[config.mk]
export PLATFORM = sky130hd
export DESIGN_NAME = i2c_target_regs
export DESIGN_NICKNAME = d
export VERILOG_FILES = /design/src/rtl/i2c_target_regs.sv
export SDC_FILE = /design/constraint.sdc
export NUM_CORES = 1
export LEC_CHECK = 0
export ABC_CLOCK_PERIOD_IN_PS = 6500
export BUFFER_PORTS_ARGS = -buffer_cell sky130_fd_sc_hd__buf_2
export CORE_ASPECT_RATIO = 1.1
export CORE_UTILIZATION = 35
export DETAILED_ROUTE_END_ITERATION = 16
export PLACE_DENSITY = 0.48
export SYNTH_ARGS = -nofsm -noshare
export SYNTH_HDL_FRONTEND = slang
export SYNTH_SLANG_ARGS = --single-unit
[constraint.sdc]
create_clock -name i_clk -period 6.5 [get_ports i_clk]
set_clock_uncertainty 0.2 [all_clocks]
set_input_delay 0.325 -clock i_clk [delete_from_list [all_inputs] [get_ports i_clk]]
set_output_delay 0.325 -clock i_clk [all_outputs]
set_load 0.03 [all_outputs]
[src/rtl/i2c_target_regs.sv]
// I2C target exposing a 16 x 8-bit register file.
// SCL/SDA are synchronized and glitch-filtered on the system clock.
// SDA is only ever pulled low; a local port reads registers and reports writes.
module i2c_target_regs #(
    parameter logic [6:0] DEV_ADDR = 7'h48,
    parameter int         FILT_LEN = 3
) (
    input  logic       i_clk,
    input  logic       i_rst_n,
    input  logic       i_scl,
    input  logic       i_sda,
    output logic       o_sda_oe,
    input  logic [3:0] i_reg_addr,
    output logic [7:0] o_reg_rdata,
    output logic       o_wr_stb,
    output logic [3:0] o_wr_addr,
    output logic [7:0] o_wr_data,
    output logic       o_busy
);

    typedef enum logic [3:0] {
        IDLE, ADDR, ADDR_ACK, PTR, PTR_ACK, WDATA, WDATA_ACK, RDATA, RDATA_ACK
    } state_t;

    localparam logic [2:0] FILT_MAX = 3'(FILT_LEN - 1);

    logic       scl_s1, scl_s2, sda_s1, sda_s2;
    logic       scl_f, sda_f, scl_p, sda_p;
    logic [2:0] scl_cnt, sda_cnt;
    state_t     state;
    logic [2:0] bit_cnt;
    logic [7:0] shift;
    logic [3:0] ptr;
    logic       rw;
    logic       ack_phase;
    logic [7:0] regs [16];

    logic       scl_rise, scl_fall, start_det, stop_det, commit;
    logic [7:0] rx_byte;

    // Two-flop synchronizers; the idle bus level is high.
    always_ff @(posedge i_clk or negedge i_rst_n) begin
        if (!i_rst_n) begin
            scl_s1 <= 1'b1;
            scl_s2 <= 1'b1;
            sda_s1 <= 1'b1;
            sda_s2 <= 1'b1;
        end else begin
            scl_s1 <= i_scl;
            scl_s2 <= scl_s1;
            sda_s1 <= i_sda;
            sda_s2 <= sda_s1;
        end
    end

    // Accept a new level only after FILT_LEN consecutive differing samples.
    always_ff @(posedge i_clk or negedge i_rst_n) begin
        if (!i_rst_n) begin
            scl_f   <= 1'b1;
            sda_f   <= 1'b1;
            scl_cnt <= '0;
            sda_cnt <= '0;
        end else begin
            if (scl_s2 == scl_f) begin
                scl_cnt <= '0;
            end else if (scl_cnt == FILT_MAX) begin
                scl_f   <= scl_s2;
                scl_cnt <= '0;
            end else begin
                scl_cnt <= scl_cnt + 3'd1;
            end
            if (sda_s2 == sda_f) begin
                sda_cnt <= '0;
            end else if (sda_cnt == FILT_MAX) begin
                sda_f   <= sda_s2;
                sda_cnt <= '0;
            end else begin
                sda_cnt <= sda_cnt + 3'd1;
            end
        end
    end

    // Previous filtered levels for edge and START/STOP detection.
    always_ff @(posedge i_clk or negedge i_rst_n) begin
        if (!i_rst_n) begin
            scl_p <= 1'b1;
            sda_p <= 1'b1;
        end else begin
            scl_p <= scl_f;
            sda_p <= sda_f;
        end
    end

    assign scl_rise  = scl_f & ~scl_p;
    assign scl_fall  = ~scl_f & scl_p;
    assign start_det = scl_f & scl_p & sda_p & ~sda_f;
    assign stop_det  = scl_f & scl_p & ~sda_p & sda_f;
    assign rx_byte   = {shift[6:0], sda_f};
    assign commit    = (state == WDATA) && scl_rise && (bit_cnt == 3'd7);

    // Protocol state machine, register file writes and SDA drive.
    always_ff @(posedge i_clk or negedge i_rst_n) begin
        if (!i_rst_n) begin
            state     <= IDLE;
            bit_cnt   <= '0;
            shift     <= '0;
            ptr       <= '0;
            rw        <= 1'b0;
            ack_phase <= 1'b0;
            o_sda_oe  <= 1'b0;
            o_wr_stb  <= 1'b0;
            o_wr_addr <= '0;
            o_wr_data <= '0;
            o_busy    <= 1'b0;
            for (int i = 0; i < 16; i++) regs[i] <= '0;
        end else begin
            o_wr_stb <= 1'b0;
            if (start_det) begin
                state     <= ADDR;
                bit_cnt   <= '0;
                ack_phase <= 1'b0;
                o_sda_oe  <= 1'b0;
            end else if (stop_det) begin
                state     <= IDLE;
                ack_phase <= 1'b0;
                o_sda_oe  <= 1'b0;
                o_busy    <= 1'b0;
            end else begin
                case (state)
                    IDLE: ;
                    ADDR, PTR, WDATA: begin
                        if (scl_rise) begin
                            shift   <= rx_byte;
                            bit_cnt <= bit_cnt + 3'd1;
                            if (bit_cnt == 3'd7) begin
                                ack_phase <= 1'b0;
                                if (state == ADDR) begin
                                    if (rx_byte[7:1] == DEV_ADDR) begin
                                        state  <= ADDR_ACK;
                                        rw     <= rx_byte[0];
                                        o_busy <= 1'b1;
                                    end else begin
                                        state  <= IDLE;
                                        o_busy <= 1'b0;
                                    end
                                end else if (state == PTR) begin
                                    ptr   <= rx_byte[3:0];
                                    state <= PTR_ACK;
                                end else begin
                                    regs[ptr] <= rx_byte;
                                    o_wr_stb  <= 1'b1;
                                    o_wr_addr <= ptr;
                                    o_wr_data <= rx_byte;
                                    ptr       <= ptr + 4'd1;
                                    state     <= WDATA_ACK;
                                end
                            end
                        end
                    end
                    ADDR_ACK, PTR_ACK, WDATA_ACK: begin
                        if (scl_fall) begin
                            if (!ack_phase) begin
                                o_sda_oe  <= 1'b1;
                                ack_phase <= 1'b1;
                            end else begin
                                ack_phase <= 1'b0;
                                bit_cnt   <= '0;
                                if (state == ADDR_ACK && rw) begin
                                    state    <= RDATA;
                                    shift    <= regs[ptr];
                                    o_sda_oe <= ~regs[ptr][7];
                                end else begin
                                    o_sda_oe <= 1'b0;
                                    state    <= (state == ADDR_ACK) ? PTR : WDATA;
                                end
                            end
                        end
                    end
                    RDATA: begin
                        if (scl_fall) begin
                            bit_cnt <= bit_cnt + 3'd1;
                            shift   <= {shift[6:0], 1'b0};
                            if (bit_cnt == 3'd7) begin
                                o_sda_oe  <= 1'b0;
                                ack_phase <= 1'b0;
                                state     <= RDATA_ACK;
                            end else begin
                                o_sda_oe <= ~shift[6];
                            end
                        end
                    end
                    RDATA_ACK: begin
                        if (scl_rise && !ack_phase) begin
                            if (!sda_f) begin
                                ptr       <= ptr + 4'd1;
                                shift     <= regs[ptr + 4'd1];
                                ack_phase <= 1'b1;
                            end else begin
                                state <= IDLE;
                            end
                        end else if (scl_fall && ack_phase) begin
                            state     <= RDATA;
                            bit_cnt   <= '0;
                            ack_phase <= 1'b0;
                            o_sda_oe  <= ~shift[7];
                        end
                    end
                    default: state <= IDLE;
                endcase
            end
        end
    end

    // Local read port; a write committing this cycle is forwarded.
    always_ff @(posedge i_clk or negedge i_rst_n) begin
        if (!i_rst_n) begin
            o_reg_rdata <= '0;
        end else if (commit && (ptr == i_reg_addr)) begin
            o_reg_rdata <= rx_byte;
        end else begin
            o_reg_rdata <= regs[i_reg_addr];
        end
    end

endmodule

== After elaboration in Yosys (flattened, before gate mapping) ==
Index checks and enable logic that the tools add are counted.

* Shift operators: 0
* Bitwise logic cells: 23
* Reduce and logical (&&, ||, !) cells: 31
* Eq/ne operators: 43
* Multiplexer cells: 92
* Multipliers: 0
* $add $sub $neg: 4
* Order comparisons: 4
* Div/mod/pow operators: 0

{| class="wikitable"
|+ Operators with widths
! kind !! count
|-
| bitwise mux 128 bit || 1
|-
| 2-to-1 mux 8 bit || 15
|-
| binary-select mux 8 bit (select 4 bit) || 3
|-
| 2-to-1 mux 4 bit || 18
|-
| 2-to-1 mux 3 bit || 14
|-
| demux 8 bit (select 4 bit) || 1
|-
| 2-to-1 mux 1 bit || 32
|-
| inequality test 4 bit (second input constant) || 8
|-
| one-hot mux 8 bit (4 select lines) || 1
|-
| inequality test 3 bit (second input constant) || 7
|-
| inequality test 2 bit (second input constant) || 10
|-
| one-hot mux 4 bit (5 select lines) || 1
|-
| == test 4 x 3 -> 1 bit (second input constant) || 4
|-
| AND reduction 8 bit || 2
|-
| >= comparator 5 bit (second input constant) || 3
|-
| inequality test 5 bit (second input constant) || 3
|-
| NOT 4 -> 5 bit || 3
|-
| AND reduction 7 bit || 2
|-
| NOT 1 bit || 13
|-
| one-hot mux 3 bit (4 select lines) || 1
|-
| AND reduction 10 bit || 1
|-
| AND reduction 5 bit || 2
|-
| nonzero test 2 bit || 5
|-
| nonzero test 5 bit || 2
|-
| other kinds (25) || 45
|}

* Memory bits (writable): 0
* Word-level logic and storage cells: 235
* ROM bits: 0
* Bits in registers: 186
* Latch bits: 0
* Memories kept: 0
* Bits of input ports: 8

== Longest topological paths before layout ==
* Word-level depth: 11
* Mapped depth: 12

== Least setup slack after synthesis ==
Ideal clock, no wire load.

* Path type: reg2reg
* Start: register ptr[0]
* End: register shift[6]
* Setup time: 0.129 ns
* Clock period less this slack: 3.485 ns
* Data arrival time: 3.155 ns
* Stages on the path, launching flop included: 13
* Setup slack: 3.015 ns
* Cell sequence: dfrtp_1 buf_2 buf_2 inv_1 ha_1 clkbuf_1 buf_2 clkbuf_1 mux4_2 mux2i_1 nor3_1 a211oi_1 a21oi_1

* Cells in the longest elaborated chain, start to end: 8
* Elaborated cells between the ends (all ways): 15
* Classes of those cells: add/sub (1); mux (12); bitwise (2)

{| class="wikitable"
|+ Ends and longest elaborated chain
! element !! line !! RTL
|-
| start: declaration || 33 || <nowiki>logic [3:0] ptr;</nowiki>
|-
| start signal: assignment || 147 || <nowiki>ptr <= rx_byte[3:0];</nowiki>
|-
| start signal: assignment || 154 || <nowiki>ptr <= ptr + 4'd1;</nowiki>
|-
| start signal: assignment || 195 || <nowiki>ptr <= ptr + 4'd1;</nowiki>
|-
| adder 4 x 1 -> 4 bit / NOT 4 -> 5 bit (equally long branches) || 196, 170 ||
|-
| NOT 4 -> 5 bit (not written as such) / binary-select mux 8 bit (select 4 bit) (equally long branches) || 196, 170 ||
|-
| binary-select mux 8 bit (select 4 bit) / 2-to-1 mux 8 bit (equally long branches) || 196, 170 ||
|-
| 2-to-1 mux 8 bit, on equally long branches || 196, 170 ||
|-
| 2-to-1 mux 8 bit, on equally long branches || 196, 168 ||
|-
| 2-to-1 mux 8 bit, on equally long branches || 194, 162 ||
|-
| 2-to-1 mux 8 bit, on equally long branches || 193, 161 ||
|-
| one-hot mux 8 bit (4 select lines) (*) || 129 || <nowiki>case (state)</nowiki>
|-
| end signal: assignment || 133 || <nowiki>shift <= rx_byte;</nowiki>
|-
| end signal: assignment || 182 || <nowiki>shift <= {shift[6:0], 1'b0};</nowiki>
|-
| end signal: assignment || 196 || <nowiki>shift <= regs[ptr + 4'd1];</nowiki>
|-
| end: declaration || 32 || <nowiki>logic [7:0] shift;</nowiki>
|}

Every way passes the cells marked *; elsewhere a longest branch is shown, timed or not. The select of a mux whose other input is x is not followed.
A chain may end at the register's enable or synchronous reset.

== Final worst setup path ==
* Start: register ptr[0]
* End: register shift[5]

Same word-level chain as after synthesis.

==> results.md <==
Placement:
- The detailed placer's ending HPWL is 20700 um.
- In this run the tool buffered the top-level ports with 30 buffer cells.
- The weighted congestion at the end of routability-driven global placement is 0.844.

Floorplan:
- The initial utilization of the core area, before any placement, comes to 0.357.
- In this run the core area contains 67 standard-cell rows.
- The placeable core region is just over 30000 um2.
- The height of the die is between 150 and 200 um.
- In this run the horizontal extent of the chip is between 150 and 200 um.
- The floorplan die area is ~32000 um2.
- 31 I/O pins were placed.

Yosys:
- Synthesis instantiated 63 different standard cells from the library.
- The average cell area after synthesis is ~13 um2.
- The total nets after synthesis is ~820.
- The number of storage elements in the synthesis netlist is roughly 190.
- The number of enable-type register cells in the synthesized netlist is 0.
- The number of cells produced by synthesis is between 800 and 900.
- The fraction of registers with async set or reset after synthesis is 1.00.
- The mapped cell area is between 10000 and 15000 um2.
- The sequential element share of the synthesized area is 0.429.
- The yosys synthesis warning count is 0.
- The most used flip-flop cell after synthesis is sky130_fd_sc_hd__dfrtp_1.

Routing:
- For this run, design rule violations remaining after detail routing come to 0.
- The final routed wirelength across all metal layers is ~33000 um.
- In this run, the number of DRC markers left after iteration 0 of detailed routing was around 570.
- In the final routed layout, each cell accounts on average for around 27 um.
- The detail route stage leaves a number of antenna-violating nets equal to 0.
- The detail-routed via count per cell is slightly above 6.
- The total iterations of the first detailed-routing run is 5.
- The count of vias placed by the detailed router is 7497.

Global routing:
- The pin count of the biggest net entering global routing is 119.
- The aggregate global routing overflow is 0.
- The global-route usage over all layers is 0.216.
- The number of antenna violations at the first check in global routing is 0.
- The first-pass GRT wire length is around 50000 um.
- The number of global-route vias before repair is between 7000 and 8000.

Timing:
- For the pin with the worst max-slew slack, the measured transition is 1.43 ns.
- Setup total negative slack on the finished layout was measured at 0 ns.
- The share of the clock period used by the worst path is 0.575.
- The count of final max-slew check failures is 0.
- Setup repair after global routing left no endpoint under its margin.
- The minimum clock period is between 3 and 4 ns.
- The number of endpoints with negative hold slack in the final report was 0.
- The remaining max-slew budget at the tightest pin is 0.0405.
- The count of endpoints failing setup in the final report is 0.
- Based on the critical path, the design can be clocked at up to 267 MHz.

Cells and area:
- Of the cells placed in the final design, the portion with a size suffix greater than 1 is 0.435.
- The area taken by flip-flops and latches is 4670 um2.
- The top cell types in the final layout, fill and taps aside, are sky130_fd_sc_hd__dfrtp_1 (176), sky130_fd_sc_hd__mux2_2 (145), sky130_fd_sc_hd__mux4_2 (103), sky130_fd_sc_hd__nand2_1 (61), sky130_fd_sc_hd__buf_2 (29).
- The number of antenna cells inserted is 0.
- From synthesis to final layout, the design area changed by 10.7%.
- In the final layout, the multi-input gates occupy between 5000 and 6000 um2.
- The layout has 2913 filler cells.
- The number of nets in the layout is approximately 820.
- The most frequent standard cell in the layout excluding fill and tap cells is sky130_fd_sc_hd__dfrtp_1.

Min path:
- The beginning of the worst hold path is sda_s1.
- The path class of the lowest-slack min-delay path is reg -> reg.

Critical path:
- The type of element launching the critical path is a register.
- STA classifies the critical path endpoint as a register.
- The most critical setup path has its startpoint at ptr[0].
- Of all nets on the critical path, the largest fanout is 41.
- The required time at the endpoint of the critical path is between 6 and 7 ns.
- The reg-to-reg setup timing slack is between 2 and 3 ns.
- In this run the critical register-to-register path is launched from ptr[0].
- STA puts the critical path data arrival time at 3.85 ns.
- By startpoint and endpoint, the worst setup path is classified as reg -> reg.

Power:
- The sum of internal, switching and leakage power is about 2.9 mW.
- The leakage power is just over 5 nW.
- In this run the power density over the cells is around 240 nW/um2.
- IR analysis of the VDD net gives a maximum drop of around 0.18 mV.

Clocking:
- TritonCTS built the clock tree.
- Clock latency on the worst-skew pair, taken at its later pin, is roughly 0.44 ns.
- For this design, the sink count on the clock tree is between 150 and 200.
- The buffer depth of the longest clock path is 2.
- The cell chosen for the clock root is sky130_fd_sc_hd__clkbuf_16.
- In this run the post-CTS setup repair buffer count came out at 0.
- The H-tree generated during clock tree synthesis spans 4 levels.
- The number of resized instances in the post-cts repair step is 0.
- TritonCTS created 17 clock buffers.
- The count of hold buffers inserted by post-cts repair is 3.
- Clock-pin slew was measured on the worst setup and hold paths at around 0.080 ns.

Status:
- The run finished with clean final reports.

Job:
- Max-cap violations in this run came to 0.
[power by group]
group | internal [mW] | leakage, nW | total (mW) | switching [mW]
Sequential | 1.23 | 2.55 | 1.42 | 0.196
Combinational | 0.161 | 2.33 | 0.407 | 0.246
Clock | 0.518 | 0.286 | 1.03 | 0.511
Total | 1.90 | 5.16 | 2.86 | 0.953
[sequential cells by signal, indices dropped and copies added (netlist names), 4 cells and up]
register     flops
regs           128
o_reg_rdata      8
o_wr_data        8
shift            8
o_wr_addr        4
ptr              4
state            4
[cell usage after synthesis (2+ instances only)]
master	number	area share
sky130_fd_sc_hd__nand3b_1	4	0.0028
sky130_fd_sc_hd__o31ai_1	2	0.0014
sky130_fd_sc_hd__a22o_1	7	0.0056
sky130_fd_sc_hd__o21ai_0	12	0.0055
sky130_fd_sc_hd__nor3b_1	3	0.0021
sky130_fd_sc_hd__nor4_1	8	0.0046
sky130_fd_sc_hd__a21o_1	3	0.0021
sky130_fd_sc_hd__nand2b_1	5	0.0029
sky130_fd_sc_hd__nand4_1	3	0.0017
sky130_fd_sc_hd__nor2_1	26	0.0090
sky130_fd_sc_hd__ha_1	6	0.0069
sky130_fd_sc_hd__clkbuf_1	45	0.016
sky130_fd_sc_hd__and4b_1	2	0.0018
sky130_fd_sc_hd__a21oi_1	14	0.0064
sky130_fd_sc_hd__mux2_1	2	0.0021
sky130_fd_sc_hd__nor2b_1	7	0.0040
sky130_fd_sc_hd__mux2i_1	25	0.023
sky130_fd_sc_hd__nor3_1	13	0.0060
sky130_fd_sc_hd__o311a_1	6	0.0055
sky130_fd_sc_hd__xnor2_1	5	0.0040
sky130_fd_sc_hd__nand2_2	4	0.0023
sky130_fd_sc_hd__nand4b_1	3	0.0024
sky130_fd_sc_hd__a31oi_1	4	0.0023
sky130_fd_sc_hd__xor2_1	9	0.0072
sky130_fd_sc_hd__o211ai_1	3	0.0021
sky130_fd_sc_hd__inv_1	7	0.0024
sky130_fd_sc_hd__a22oi_1	7	0.0048
sky130_fd_sc_hd__o22ai_1	2	0.0011
sky130_fd_sc_hd__buf_6	3	0.0031
sky130_fd_sc_hd__nand3_1	16	0.0074
sky130_fd_sc_hd__dfrtp_1	178	0.41
sky130_fd_sc_hd__or2_2	2	0.0011
sky130_fd_sc_hd__dfstp_2	8	0.019
sky130_fd_sc_hd__mux4_2	103	0.21
sky130_fd_sc_hd__buf_1	10	0.0034
sky130_fd_sc_hd__nand2_1	61	0.021
sky130_fd_sc_hd__buf_2	11	0.0051
sky130_fd_sc_hd__a21boi_0	2	0.0014
sky130_fd_sc_hd__mux2_2	145	0.15
sky130_fd_sc_hd__a211oi_1	8	0.0055
[cell families (layout without fill, tap and decap cells)]
| family | after synthesis | in the layout | share of synthesized area |
|---|---|---|---|
| multiplexers | 275 | 275 | 0.388 |
| flip-flops | 186 | 186 | 0.429 |
| AND/OR/NAND/NOR | 166 | 166 | 0.0777 |
| AO/OA/AOI/OAI | 83 | 83 | 0.0567 |
| buffers and inverters | 76 | 90 | 0.0296 |
| XOR/XNOR | 14 | 14 | 0.0113 |
| adder cells (fa/ha/maj) | 7 | 7 | 0.00782 |
[critical path: stages (launching register included)]
cell and delay [ns]:
sky130_fd_sc_hd__dfrtp_2 0.74, sky130_fd_sc_hd__buf_4 0.71, sky130_fd_sc_hd__nand3_1 0.25, sky130_fd_sc_hd__xnor2_1 1.17, sky130_fd_sc_hd__nor3_1 0.11, sky130_fd_sc_hd__a211oi_1 0.28
sky130_fd_sc_hd__a21oi_1 0.13
[worst paths after layout]
check,endpoint,cells after the start
worst max-delay path,shift[5],6
worst min-delay path,sda_s2,0
worst max register to register,shift[5],6
worst min register to register,sda_s2,0
max in group asynchronous,regs[68],3
min in group asynchronous,scl_cnt[0],2
[stage by stage]
step                       util  instance area (um2)  hold WS, ns  setup slack [ns]  cells
final                     0.395                12000        0.158              2.76   1235
after global routing      0.395                12000        0.165              2.61   1235
after CTS                 0.395                12000        0.160              2.78   1235
after detailed placement  0.375                11400        0.150              2.78   1200
after global placement    0.375                11400        0.148              2.80   1200
after floorplan               -                10900       -0.171              3.02    807
[area by class of cell]
class | count | area share
Clock inverter | 14 | 0.0114
Multi-Input combinational cell | 545 | 0.493
Tap cell | 414 | 0.0430
Clock buffer | 18 | 0.0365
Inverter | 7 | 0.00218
Sequential cell | 186 | 0.387
Timing Repair Buffer | 51 | 0.0269
[metal layers]
metal / share of wire / vias up / track usage
met4: 0.045 / 0 / 0.102
met5: 0 / - / 0
met3: 0.064 / 81 / 0.0459
met1: 0.42 / 3985 / 0.291
met2: 0.47 / 311 / 0.333
li1: - / 3120 / -
No activity file was read; power rests on OpenSTA's default activity.
